$ cat src/rtl/mem_pkg.sv
// Shared constants, types and state encoding for the memory copy engine slice.
// Pure declarations: no latency, no backpressure.
// Memory geometry is 32 x 8; the copy FSM states live here so bench and RTL agree.
package mem_pkg;
    localparam int ADDR_W = 5;
    localparam int DATA_W = 8;
    localparam int DEPTH  = 2 ** ADDR_W;

    typedef logic [ADDR_W-1:0] addr_t;
    typedef logic [DATA_W-1:0] data_t;

    typedef enum logic [2:0] {
        IDLE,
        RD,
        CAP,
        WR,
        DONE
    } copy_state_e;
endpackage

$ cat src/rtl/mem_if.sv
// Single-port 32x8 memory bus: read/write strobes, address, write data, read data.
// Read data is returned the cycle after the read strobe; writes land at the strobe cycle's closing edge.
// No backpressure: the memory accepts every strobe.
interface mem_if;
    import mem_pkg::*;

    logic  read;
    logic  write;
    addr_t addr;
    data_t data_in;
    data_t data_out;

    modport master (
        output read,
        output write,
        output addr,
        output data_in,
        input  data_out
    );

    modport slave (
        input  read,
        input  write,
        input  addr,
        input  data_in,
        output data_out
    );
endinterface

$ cat src/rtl/mem_copy_top.sv
// Thin wrapper binding the copy engine's memory-side ports to the master modport of mem_if.
// Latency: none added; all timing comes from the engine.
// No backpressure: the memory behind the interface accepts every strobe.
module mem_copy_top
    import mem_pkg::*;
(
    input  logic            clk,
    input  logic            rst,
    input  logic            start,
    input  addr_t           src_addr,
    input  addr_t           dst_addr,
    input  logic [ADDR_W:0] len,
    output logic            busy,
    output logic            done,
    output data_t           csum,
    mem_if.master           mem
);
    mem_copy_engine #(
        .ADDR_W (ADDR_W),
        .DATA_W (DATA_W)
    ) u_engine (
        .clk       (clk),
        .rst       (rst),
        .start     (start),
        .src_addr  (src_addr),
        .dst_addr  (dst_addr),
        .len       (len),
        .busy      (busy),
        .done      (done),
        .csum      (csum),
        .mem_read  (mem.read),
        .mem_write (mem.write),
        .mem_addr  (mem.addr),
        .mem_wdata (mem.data_in),
        .mem_rdata (mem.data_out)
    );
endmodule

$ cat src/rtl/mem_copy_engine.sv
// Block copy master: reads len bytes from src, writes them ascending to dst, keeps an XOR checksum.
// Latency: 3 cycles per byte (RD, CAP, WR); done pulses 1+3*len cycles after start is accepted.
// No backpressure: read data is expected the cycle after mem_read; start is ignored unless IDLE.
module mem_copy_engine #(
    parameter int ADDR_W = mem_pkg::ADDR_W,
    parameter int DATA_W = mem_pkg::DATA_W
) (
    input  logic              clk,
    input  logic              rst,
    input  logic              start,
    input  logic [ADDR_W-1:0] src_addr,
    input  logic [ADDR_W-1:0] dst_addr,
    input  logic [ADDR_W:0]   len,
    output logic              busy,
    output logic              done,
    output logic [DATA_W-1:0] csum,
    output logic              mem_read,
    output logic              mem_write,
    output logic [ADDR_W-1:0] mem_addr,
    output logic [DATA_W-1:0] mem_wdata,
    input  logic [DATA_W-1:0] mem_rdata
);
    import mem_pkg::*;

    copy_state_e       state;
    logic [ADDR_W-1:0] src_q;
    logic [ADDR_W-1:0] dst_q;
    logic [ADDR_W-1:0] idx;
    logic [ADDR_W:0]   len_q;
    logic [ADDR_W-1:0] idx_nxt;
    logic              more;

    assign idx_nxt = idx + ADDR_W'(1);
    // Compared one bit wider so a 32-byte copy stops after index 31 instead of wrapping.
    assign more    = ({1'b0, idx} + (ADDR_W+1)'(1)) < len_q;

    // mem_wdata doubles as the data register: it is loaded in CAP and presented in WR.
    always_ff @(posedge clk) begin
        if (rst) begin
            state     <= IDLE;
            src_q     <= '0;
            dst_q     <= '0;
            idx       <= '0;
            len_q     <= '0;
            busy      <= 1'b0;
            done      <= 1'b0;
            csum      <= '0;
            mem_read  <= 1'b0;
            mem_write <= 1'b0;
            mem_addr  <= '0;
            mem_wdata <= '0;
        end else begin
            done      <= 1'b0;
            mem_read  <= 1'b0;
            mem_write <= 1'b0;
            case (state)
                IDLE: begin
                    if (start) begin
                        src_q <= src_addr;
                        dst_q <= dst_addr;
                        len_q <= len;
                        idx   <= '0;
                        csum  <= '0;
                        if (len == '0) begin
                            state <= DONE;
                            done  <= 1'b1;
                        end else begin
                            state    <= RD;
                            busy     <= 1'b1;
                            mem_read <= 1'b1;
                            mem_addr <= src_addr;
                        end
                    end
                end
                RD: begin
                    state <= CAP;
                end
                CAP: begin
                    state     <= WR;
                    csum      <= csum ^ mem_rdata;
                    mem_wdata <= mem_rdata;
                    mem_write <= 1'b1;
                    mem_addr  <= dst_q + idx;
                end
                WR: begin
                    if (more) begin
                        state    <= RD;
                        idx      <= idx_nxt;
                        mem_read <= 1'b1;
                        mem_addr <= src_q + idx_nxt;
                    end else begin
                        state <= DONE;
                        busy  <= 1'b0;
                        done  <= 1'b1;
                    end
                end
                DONE: begin
                    state <= IDLE;
                end
                default: begin
                    state <= IDLE;
                    busy  <= 1'b0;
                end
            endcase
        end
    end
endmodule

$ cat src/flat_wrapper.sv
// flat-port wrapper written by rule: the top's interface ports become plain ports
module mem_copy_top_flat import mem_pkg::*;
  (clk, rst, start, src_addr, dst_addr, len, busy, done, csum, mem_read, mem_write, mem_addr, mem_data_in, mem_data_out);
  mem_if mem_i ();
  input  logic clk;
  input  logic rst;
  input  logic start;
  input  addr_t src_addr;
  input  addr_t dst_addr;
  input  logic [ADDR_W:0] len;
  output logic busy;
  output logic done;
  output data_t csum;
  output wire logic [$bits(mem_i.read)-1:0] mem_read;
  output wire logic [$bits(mem_i.write)-1:0] mem_write;
  output wire logic [$bits(mem_i.addr)-1:0] mem_addr;
  output wire logic [$bits(mem_i.data_in)-1:0] mem_data_in;
  input wire logic [$bits(mem_i.data_out)-1:0] mem_data_out;
  assign mem_read = mem_i.read;
  assign mem_write = mem_i.write;
  assign mem_addr = mem_i.addr;
  assign mem_data_in = mem_i.data_in;
  assign mem_i.data_out = mem_data_out;
  mem_copy_top u_core (.clk(clk), .rst(rst), .start(start), .src_addr(src_addr), .dst_addr(dst_addr), .len(len), .busy(busy), .done(done), .csum(csum), .mem(mem_i));
endmodule
$ cat config.mk
export PLATFORM = sky130hd
export DESIGN_NAME = mem_copy_top_flat
export DESIGN_NICKNAME = d
export VERILOG_FILES = /design/src/rtl/mem_pkg.sv /design/src/rtl/mem_if.sv /design/src/rtl/mem_copy_top.sv /design/src/rtl/mem_copy_engine.sv /design/src/flat_wrapper.sv
export SDC_FILE = /design/constraint.sdc
export NUM_CORES = 1
export LEC_CHECK = 0
export BUFFER_PORTS_ARGS = -buffer_cell sky130_fd_sc_hd__buf_2
export CORE_ASPECT_RATIO = 1.2
export CORE_UTILIZATION = 54
export DETAILED_ROUTE_END_ITERATION = 6
export GPL_ROUTABILITY_DRIVEN = 0
export MAX_ROUTING_LAYER = met4
export PLACE_DENSITY = 0.76
export SLEW_MARGIN = 20
export SYNTH_ARGS = -nofsm -noshare
export SYNTH_HDL_FRONTEND = slang
export SYNTH_SLANG_ARGS = --single-unit
$ cat constraint.sdc
create_clock -name clk -period 3.48 [get_ports clk]
set_clock_uncertainty 0.15 [all_clocks]
set_input_delay 0.174 -clock clk [delete_from_list [all_inputs] [get_ports clk]]
set_output_delay 0.174 -clock clk [all_outputs]
set_load 0.01 [all_outputs]
======== After elaboration in Yosys (flattened, before gate mapping) ========
Cells that the tools add are included.
cells by class
  $add $sub $neg .......................... 4
  magnitude comparators ................... 1
  multiplexer cells ....................... 26
  bitwise operators ....................... 2
  equal/unequal tests ..................... 8
  reduce and logical (&&, ||, !) cells .... 11
operator list
  kind                                                  count
  2-to-1 mux 5 bit                                      5
  case mux 8 bit (2 select lines)                       1
  case mux 5 bit (3 select lines)                       1
  case mux 3 bit (4 select lines)                       1
  adder 5 bit                                           2
  2-to-1 mux 1 bit                                      10
  case mux 5 bit (2 select lines)                       1
  2-to-1 mux 3 bit                                      3
  2-to-1 mux 8 bit                                      1
  inequality test 2 bit (second input constant)         4
  AND reduction 4 bit                                   2
  XOR 8 bit                                             1
  adder 5 x 1 -> 6 bit (second input constant)          1
  equality test 3 x 2 -> 1 bit (second input constant)  2
  logical NOT 6 bit                                     1
  less-than comparator 6 bit                            1
  adder 5 x 1 -> 5 bit (second input constant)          1
  case mux 1 bit (2 select lines)                       2
  AND reduction 2 bit                                   2
  nonzero test 2 bit                                    2
  equality test 3 x 1 -> 1 bit (second input constant)  1
  equality test 3 bit (second input constant)           1
  logical NOT 3 bit                                     1
  case mux 1 bit (3 select lines)                       1
  4 further kinds                                       4
storage, ports and cells
  register bits ........................... 49
  output and inout port bits .............. 25
  word-level logic and storage cells ...... 64
  bits of input ports ..................... 27

======== Logic depth before layout (Yosys ltp) ========
Gate-level depths: netlist of run 1.
  depth in word-level cells ............... 4
  mapped depth ............................ 11
  depth with buffers taken out ............ 10

======== Least setup slack after synthesis of run 1 ========
OpenSTA, ideal clock, no wires.
  path kind ............................... register to register
  start ................................... reg u_core.u_engine.idx[1]
  end ..................................... reg u_core.u_engine.idx[2]
  period minus slack after synthesis ...... 2.453 ns
  setup time .............................. 0.070 ns
  cell stages (with the launch flop) ...... 11
  data required time ...................... 3.260 ns
  path slack .............................. 1.027 ns
  arrival ................................. 2.232 ns
  cell sequence ........................... dfxtp_1 ha_1 nand3_1 xor2_1 inv_1 ha_1 nand3_1 nand3_1 a41o_1 or4b_1 a21oi_1
on the way
  cells in the longest elaborated chain, start to end .. 4
ends and longest elaborated chain
  element                                 RTL line               RTL
  start, declared                         mem_copy_engine.sv:28  logic [ADDR_W-1:0] idx;
  start signal, assigned                  mem_copy_engine.sv:88  idx <= idx_nxt;
  adder 5 x 1 -> 6 bit                    mem_copy_engine.sv:35  assign more = ({1'b0, idx} + (ADDR_W+1)'(1)) < len_q;
  less-than comparator 6 bit              mem_copy_engine.sv:35
  inequality test 2 bit (no source line)  -
  AND reduction 3 bit (no source line)    -
Parallel ways exist; a longest one is shown, timed or not. The select of a mux whose other input is x is not followed.
A chain may end at the register's enable or synchronous reset.

======== Worst setup path in the final report of run 1 ========
Ends and elaborated chain as after synthesis.

==> qor.json, run 1 <==
{
  "grt": {
    "grt_most_used_layer": "met2",
    "grt_start_max_net_pins": 48,
    "via_count_of_the_first_global_routing_pass": 2145,
    "grt_overflow_total": 0,
    "global_route.usage.met3_pct": 5.00,
    "grt_util_met2_pct": 47.5,
    "grt_use_met1_pct": 28.1,
    "grt_usage_pct": 26.2,
    "wire_length_of_the_first_global_routing_pass_um": 9180,
    "grt_antenna_before_repair": 0
  },
  "place": {
    "place.port_buffers": 51,
    "place.detailed.hpwl_um": 3840
  },
  "logic_synthesis": {
    "synthesis.instances": 292,
    "synth-warning-count": 0,
    "mappedNetlistArea_mm2": 0.00240,
    "synthArstFlopShare_pct": 0,
    "synth.lib_cells_used.distinct": 39,
    "top_flip_flop_cell_by_instance_count_after_synthesis": "dfxtp_1",
    "syn_area_per_cell_um2": 8.21,
    "synth_nets": 335,
    "number_of_enable_flip_flop_cells_after_synthesis": 0,
    "yosysSeqAreaShare_pct": 40.9,
    "postSynthRegisterBits": 49
  },
  "outcome": {
    "outcome": "complete, no violations"
  },
  "floorplan": {
    "die-height_um": 75.0,
    "start_util_pct": 56.3,
    "fp.coreArea_mm2": 0.00426,
    "fp.dieArea_mm2": 0.00471,
    "placement_rows": 26,
    "die_width_um": 62.8,
    "ios": 52
  },
  "worst_setup_path": {
    "timing.critical_path.arrival_ps": 2940,
    "crit_path_max_fanout": 13,
    "kind_of_capture_point_of_the_worst_setup_path": "flop",
    "timing.reg2reg.setup_slack_ps": 610,
    "worst_ep_required_time_ps": 3550,
    "timing_worst_setup_path_type": "reg -> reg",
    "worstSetupStartpointType": "flop"
  },
  "detailed_routing": {
    "wl_per_cell_um": 13.4,
    "ant_nets": 0,
    "post_drt_via_cell_ratio": 5.46,
    "drt_pre_antenna_iters": 4,
    "drc": 0,
    "dr_total_vias": 2264,
    "drtIter0Drc": 105,
    "postRouteWirelength_um": 5560
  },
  "worst_hold_path": {
    "hold_path_class": "in -> reg"
  },
  "cells_and_area": {
    "layout_cells_sized_above_1_pct": 18.9,
    "antenna-diode-count": 0,
    "fillers": 365,
    "area_growth_pct": 23.6,
    "mostFrequentLayoutCells": "56 x nand2_1, 54 x a21oi_1, 51 x buf_2, 49 x dfxtp_1, 22 x nand3_1",
    "final_common_cell": "nand2_1",
    "final_net_count": 401
  },
  "clock_tree": {
    "clkSinkCount": 49,
    "cts_post_setup_buffers_inserted": 0,
    "cts_root_buffer": "clkbuf_8",
    "cts.path.max_buffers": 2,
    "post_cts_resized": 0,
    "path_clk_slew_ps": 80,
    "clk-insertion-delay-late_ps": 300,
    "cts.htree.levels": 2,
    "cts_hold_buf": 21,
    "cts_tree": "built",
    "cts_inserted_buffers": 5
  },
  "sta": {
    "hold_ws_ps": 7.15,
    "tns_ps": 0,
    "setup_viol_count_final": 0,
    "achievable-frequency_mhz": 349,
    "finalCriticalPeriod_ps": 2870,
    "finalHoldViolations": 0,
    "unrepaired_setup_endpoints_after_global_routing": "no",
    "worst_slew_margin_relative_to_its_limit_pct": 43.6,
    "report.final.slew_viol_count": 0,
    "post-route-period-util_pct": 82.4,
    "tightestPinTransition_ps": 845
  },
  "power": {
    "worst_ir_drop_vdd_v": 0.000456,
    "power.static_leakage_nw": 1.30,
    "power_per_cell_area_mw_per_mm2": 629
  },
  "job": {
    "maxCapViolations": 0
  }
}
==> power by group <==
group          total [W]  switching (W)  leakage, nW  internal [W]
combinational   0.000756       0.000450        0.860      0.000306
sequential      0.000781      0.0000939        0.400      0.000687
clock           0.000327       0.000184       0.0385      0.000142
total            0.00186       0.000728         1.30       0.00114
==> area by class of cell <==
class	count	area, um2	share of cell area [%]
inverters	8	30.0	1.01
clock inverters	1	7.51	0.253
multi-input cells	221	1330	44.7
well taps	56	70.1	2.36
flip-flops and latches	49	981	33.1
repair buffers	73	473	16.0
clock buffers	7	76.3	2.57
==> through the flow <==
stage | utilization, % | std cells | instance area (um2) | total power, W | setup WS (ps)
3_5_place_dp | 62.7 | 386 | 2670 | 0.00153 | 630
2_1_floorplan | - | 292 | 2400 | 0.00132 | 1030
4_1_cts | 69.6 | 415 | 2960 | 0.00187 | 616
3_3_place_gp | 62.7 | 386 | 2670 | 0.00151 | 765
6_report | 69.6 | 415 | 2960 | 0.00186 | 612
5_1_grt | 69.6 | 415 | 2960 | 0.00200 | 395
==> state kept, by name, summed over array words and instances, names as in the netlist <==
signal                     count
u_core.u_engine.state          3
u_core.u_engine.busy           1
u_core.u_engine.dst_q          5
u_core.u_engine.idx            5
u_core.u_engine.done           1
u_core.u_engine.len_q          6
u_core.u_engine.src_q          5
u_core.u_engine.mem_wdata      8
u_core.u_engine.mem_write      1
u_core.u_engine.mem_read       1
u_core.u_engine.csum           8
u_core.u_engine.mem_addr       5
==> path summary, 6_finish.rpt <==
kind / from / end / cells past startpoint
worst max register to register: u_core.u_engine.idx[1] / u_core.u_engine.idx[2] / 10
worst max-delay path: u_core.u_engine.idx[1] / u_core.u_engine.idx[2] / 10
worst min register to register: u_core.u_engine.mem_wdata[6] / u_core.u_engine.mem_wdata[6] / 2
worst min-delay path: mem_data_out[6] / u_core.u_engine.mem_wdata[6] / 3
==> Yosys cell counts, types with 3 or more instances <==
master     n  area share, %
dfxtp_1   49             41
or2_2      8            2.1
a21o_1     5            1.6
nand3_1   22            4.6
buf_2      3           0.63
nor2_1     8            1.3
o21ai_0    9            1.9
clkbuf_1  10            1.6
nand2b_1   4            1.0
inv_1      8            1.3
xor2_1     4            1.5
xnor2_1    4            1.5
a21oi_1   54             11
ha_1      14            7.3
nand2_1   56            8.8
a211oi_1   4            1.3
==> worst max-delay path, stage by stage (launching register included) <==
cell and delay, ps:
dfxtp_1 430, ha_1 210, nand3_1 100, xor2_1 270, inv_1 90, ha_1 320, nand3_1 110, nand3_1 80
a41o_1 360, or4b_1 520, a21oi_1 160
==> kinds of logic (layout without fill, tap and decap cells) <==
family                     after synthesis  count (layout)  synth area share, %
and+or+nand+nor                        111             111                 21.6
AOI/OAI and AO/OA                       82              82                 19.7
DFF                                     49              49                 40.9
buffers and inverters                   22              89                 3.76
adders and majority gates               17              17                 9.39
xor gates and xnor gates                 9               9                 3.86
muxes                                    2               2                0.835
==> routing by layer <==
| metal | up-vias | share of wire (%) |
|---|---|---|
| met2 | 61 | 49 |
| met5 | - | 0 |
| li1 | 1154 | - |
| met4 | 0 | 2.9 |
| met1 | 1038 | 44 |
| met3 | 11 | 4.4 |
Power figures use the tool's default switching activity.
==> run 2: changes to the inputs <==
ABC_AREA = 1   (was default)
CORE_UTILIZATION = 49   (was 54)
PLACE_DENSITY = 0.73   (was 0.76)
clock period = 2.4 ns   (was 3.48 ns; I/O delays follow)
==> run 2 against run 1 <==
Largest power group unchanged. Flip-flop and latch count unchanged. Critical path depth increased by 3. Critical endpoint is now u_core.u_engine.idx[4]. Sequential power increased by 29%. Power increased by 26%. Core utilization decreased by 2.5 points.
==> qor.json, run 2 <==
{
  "outcome": {
    "outcome": {"value": "complete, no violations", "change": "unchanged"}
  },
  "worst_hold_path": {
    "hold_path_class": {"value": "in -> reg", "change": "unchanged"},
    "hold_depth": {"value": 3, "change": "unchanged"},
    "timing.hold.worst.start": {"value": "start", "change": "was mem_data_out[6]"},
    "hold_end": {"value": "u_core.u_engine.state[2]", "change": "was u_core.u_engine.mem_wdata[6]"}
  },
  "worst_setup_path": {
    "timing.reg2reg.setup_slack": {"value": 110, "unit": "ps", "change": "was 610 ps"},
    "startpoint_of_the_worst_slack_reg_to_reg_timing_path": {"value": "u_core.u_engine.idx[0]", "change": "was u_core.u_engine.idx[1]"},
    "timing.critical_path.arrival": {"value": 2330, "unit": "ps", "change": "was 2940 ps"},
    "rr_endpoint": {"value": "u_core.u_engine.idx[4]", "change": "was u_core.u_engine.idx[2]"},
    "kind_of_capture_point_of_the_worst_setup_path": {"value": "flop", "change": "unchanged"},
    "crit_path_max_fanout": {"value": 7, "change": "was 13"},
    "timing_worst_setup_path_type": {"value": "reg -> reg", "change": "unchanged"},
    "worst_ep_required_time": {"value": 2450, "unit": "ps", "change": "was 3550 ps"},
    "worstSetupStartpointType": {"value": "flop", "change": "unchanged"},
    "ff2ff_path_depth": {"value": 13, "change": "was 10"}
  },
  "clock_tree": {
    "cts_post_setup_buffers_inserted": {"value": 0, "change": "unchanged"},
    "cts_tree": {"value": "built", "change": "unchanged"},
    "cts.path.max_buffers": {"value": 2, "change": "unchanged"},
    "clk-insertion-delay-late": {"value": 310, "unit": "ps", "change": "was 300 ps"},
    "cts_inserted_buffers": {"value": 5, "change": "unchanged"},
    "cts.htree.levels": {"value": 2, "change": "unchanged"},
    "path_clk_slew": {"value": 100, "unit": "ps", "change": "was 80 ps"},
    "clkSinkCount": {"value": 49, "change": "unchanged"},
    "cts_root_buffer": {"value": "clkbuf_8", "change": "unchanged"}
  },
  "job": {
    "maxCapViolations": {"value": 0, "change": "unchanged"}
  },
  "floorplan": {
    "fp.coreArea": {"value": 0.00470, "unit": "mm2", "change": "was 0.00426 mm2"},
    "placement_rows": {"value": 27, "change": "was 26"},
    "fp.dieArea": {"value": 0.00529, "unit": "mm2", "change": "was 0.00471 mm2"},
    "die_width": {"value": 66.6, "unit": "um", "change": "was 62.8 um"},
    "ios": {"value": 52, "change": "unchanged"},
    "die-height": {"value": 79.5, "unit": "um", "change": "was 75.0 um"},
    "start_util": {"value": 52.2, "unit": "%", "change": "was 56.3%"}
  },
  "cells_and_area": {
    "area_growth": {"value": 28.4, "unit": "%", "change": "was 23.6%"},
    "antenna-diode-count": {"value": 0, "change": "unchanged"},
    "layout_cells_sized_above_1": {"value": 21.9, "unit": "%", "change": "was 18.9%"},
    "instances_no_fill": {"value": 469, "change": "was 415"},
    "final_common_cell": {"value": "nand2_1", "change": "unchanged"},
    "fillers": {"value": 395, "change": "was 365"},
    "final_net_count": {"value": 453, "change": "was 401"},
    "reg.largest.list": {"value": "u_core.u_engine.csum x8, u_core.u_engine.mem_wdata x8, u_core.u_engine.len_q x6", "change": "unchanged"},
    "mostFrequentLayoutCells": {"value": "85 x nand2_1, 51 x buf_2, 47 x a21oi_1, 47 x dfxtp_1, 25 x nor2_1", "change": "was 56 x nand2_1, 54 x a21oi_1, 51 x buf_2, 49 x dfxtp_1, 22 x nand3_1"}
  },
  "logic_synthesis": {
    "postSynthRegisterBits": {"value": 49, "change": "unchanged"},
    "top_flip_flop_cell_by_instance_count_after_synthesis": {"value": "dfxtp_1", "change": "unchanged"},
    "number_of_enable_flip_flop_cells_after_synthesis": {"value": 0, "change": "unchanged"},
    "largest_area_contributor_in_the_synthesized_netlist": {"value": "dfxtp_1", "change": "unchanged"},
    "synth.lib_cells_used.distinct": {"value": 29, "change": "was 39"},
    "yosysSeqAreaShare": {"value": 40.0, "unit": "%", "change": "was 40.9%"},
    "synthesis.instances": {"value": 332, "change": "was 292"},
    "synthArstFlopShare": {"value": 0, "unit": "%", "change": "unchanged"},
    "synth_top_cells_by_count": {"value": "86 x nand2_1, 49 x dfxtp_1, 48 x a21oi_1", "change": "was 56 x nand2_1, 54 x a21oi_1, 49 x dfxtp_1"},
    "synth_top_cells_by_area": {"value": "dfxtp_1 40%, nand2_1 13%, a21oi_1 9.8%, ha_1 7.1%, nand3_1 4.7%", "change": "was dfxtp_1 41%, a21oi_1 11%, nand2_1 8.8%, ha_1 7.3%, nand3_1 4.6%"},
    "mappedNetlistArea": {"value": 0.00245, "unit": "mm2", "change": "was 0.00240 mm2"},
    "synth_top_area_share": {"value": 40.0, "unit": "%", "change": "was 40.9%"},
    "synth-warning-count": {"value": 0, "change": "unchanged"},
    "synth_nets": {"value": 375, "change": "was 335"},
    "synthMostInstantiatedCell": {"value": "nand2_1", "change": "unchanged"},
    "syn_area_per_cell": {"value": 7.39, "unit": "um2", "change": "was 8.21 um2"}
  },
  "detailed_routing": {
    "drtIter0Drc": {"value": 137, "change": "was 105"},
    "ant_nets": {"value": 0, "change": "unchanged"},
    "wl_per_cell": {"value": 13.2, "unit": "um", "change": "was 13.4 um"},
    "drt_pre_antenna_iters": {"value": 5, "change": "was 4"},
    "postRouteWirelength": {"value": 6200, "unit": "um", "change": "was 5560 um"},
    "dr_total_vias": {"value": 2497, "change": "was 2264"},
    "drc": {"value": 0, "change": "unchanged"},
    "post_drt_via_cell_ratio": {"value": 5.32, "change": "was 5.46"}
  },
  "power": {
    "total_power_consumption": {"value": 0.00235, "unit": "W", "change": "was 0.00186 W"},
    "worst_ir_drop_vdd": {"value": 0.000525, "unit": "V", "change": "was 0.000456 V"},
    "power.static_leakage": {"value": 1.48, "unit": "nW", "change": "was 1.30 nW"},
    "power_per_cell_area": {"value": 747, "unit": "mW/mm2", "change": "was 629 mW/mm2"}
  },
  "grt": {
    "via_count_of_the_first_global_routing_pass": {"value": 2326, "change": "was 2145"},
    "grt_usage": {"value": 25.9, "unit": "%", "change": "was 26.2%"},
    "grt_overflow_total": {"value": 0, "change": "unchanged"},
    "wire_length_of_the_first_global_routing_pass": {"value": 10200, "unit": "um", "change": "was 9180 um"},
    "grt_start_max_net_pins": {"value": 35, "change": "was 48"},
    "grt_antenna_before_repair": {"value": 0, "change": "unchanged"}
  },
  "sta": {
    "setup_viol_count_final": {"value": 0, "change": "unchanged"},
    "unrepaired_setup_endpoints_after_global_routing": {"value": "no", "change": "unchanged"},
    "report.final.slew_viol_count": {"value": 0, "change": "unchanged"},
    "achievable-frequency": {"value": 437, "unit": "MHz", "change": "was 349 MHz"},
    "worst_slew_margin_relative_to_its_limit": {"value": 68.7, "unit": "%", "change": "was 43.6%"},
    "post-route-period-util": {"value": 95.3, "unit": "%", "change": "was 82.4%"},
    "finalCriticalPeriod": {"value": 2290, "unit": "ps", "change": "was 2870 ps"},
    "tightestPinTransition": {"value": 469, "unit": "ps", "change": "was 845 ps"},
    "finalHoldViolations": {"value": 0, "change": "unchanged"}
  },
  "place": {
    "place_inst": {"value": 437, "change": "was 386"},
    "place.detailed.hpwl": {"value": 4220, "unit": "um", "change": "was 3840 um"},
    "place.port_buffers": {"value": 51, "change": "unchanged"}
  }
}
[run 2: repair_timing]
| item | 4_1_cts | 5_1_grt |
|---|---|---|
| gates resized for setup | 1 | 9 |
| hold endpoints to repair | 28 | 0 |
| endpoints found under the setup margin | 3 | 11 |
| gates cloned | 0 | 0 |
| hold buffers | 24 | 0 |
[run 2: logic make-up after synthesis]
| kind of cell | Yosys count | synth area share [%] |
|---|---|---|
| adder cells (fa/ha/maj) | 16 | 8.78 |
| buffers and inverters | 38 | 6.38 |
| flip-flops | 49 | 40.0 |
| AND/OR/NAND/NOR | 158 | 29.1 |
| XOR/XNOR | 4 | 1.43 |
| AO/OA/AOI/OAI | 67 | 14.3 |
[run 2: cell type report]
cell class,count,area (um2),area share (%)
Sequential cell,49,983,31.2
Clock inverter,3,21.3,0.675
Clock buffer,5,68.8,2.19
Inverter,27,101,3.22
Tap cell,58,72.6,2.30
Timing Repair Buffer,82,548,17.4
Multi-Input combinational cell,245,1350,43.0
[run 2: critical path: stages, from the launching register on]
cell	delay, ps
dfxtp_2	390
ha_4	170
nand3_1	80
nand2_1	110
nand2_1	80
ha_1	270
nand2_1	90
inv_1	80
a21oi_4	200
nand2_2	110
nand2_1	120
nand2_4	90
o21ai_0	180
a21oi_1	60
[run 2: through the flow]
stage	hold WS [ps]	cell area, um2	utilization [%]	setup TNS (ps)	setup WS [ps]
global route	63.4	3150	67.1	0	14.6
CTS	35.3	3110	66.3	0	55.6
global placement	219	2780	59.2	0	100
finish	44.2	3150	67.1	0	113
floorplan	114	2450	-	0	131
detailed placement	229	2780	59.2	-111	-44.3
[run 2: worst max path at each step]
stage                     cells after the start  slack, ps                          end                   start
after floorplan                              13        130  u_core.u_engine.mem_addr[4]  u_core.u_engine.idx[1]
after global placement                       13        100       u_core.u_engine.idx[0]  u_core.u_engine.idx[0]
after detailed placement                     13        -40       u_core.u_engine.idx[4]  u_core.u_engine.idx[1]
after CTS                                    13         60       u_core.u_engine.idx[4]  u_core.u_engine.idx[0]
after global routing                         13         10       u_core.u_engine.idx[4]  u_core.u_engine.idx[0]
final                                        13        110       u_core.u_engine.idx[4]  u_core.u_engine.idx[0]
[run 2: routing by layer]
metal	track usage (%)	up-vias	wire, um
met1	29.6	1161	2680
met2	45.4	82	3110
met4	8.51	0	87
met3	4.14	13	319
met5	-	-	0
li1	-	1241	-
[run 2: where the power goes]
part           internal (W)  leakage (nW)  switching (W)
clock              0.000207        0.0445       0.000292
combinational      0.000324          1.03       0.000520
sequential         0.000931         0.402      0.0000788
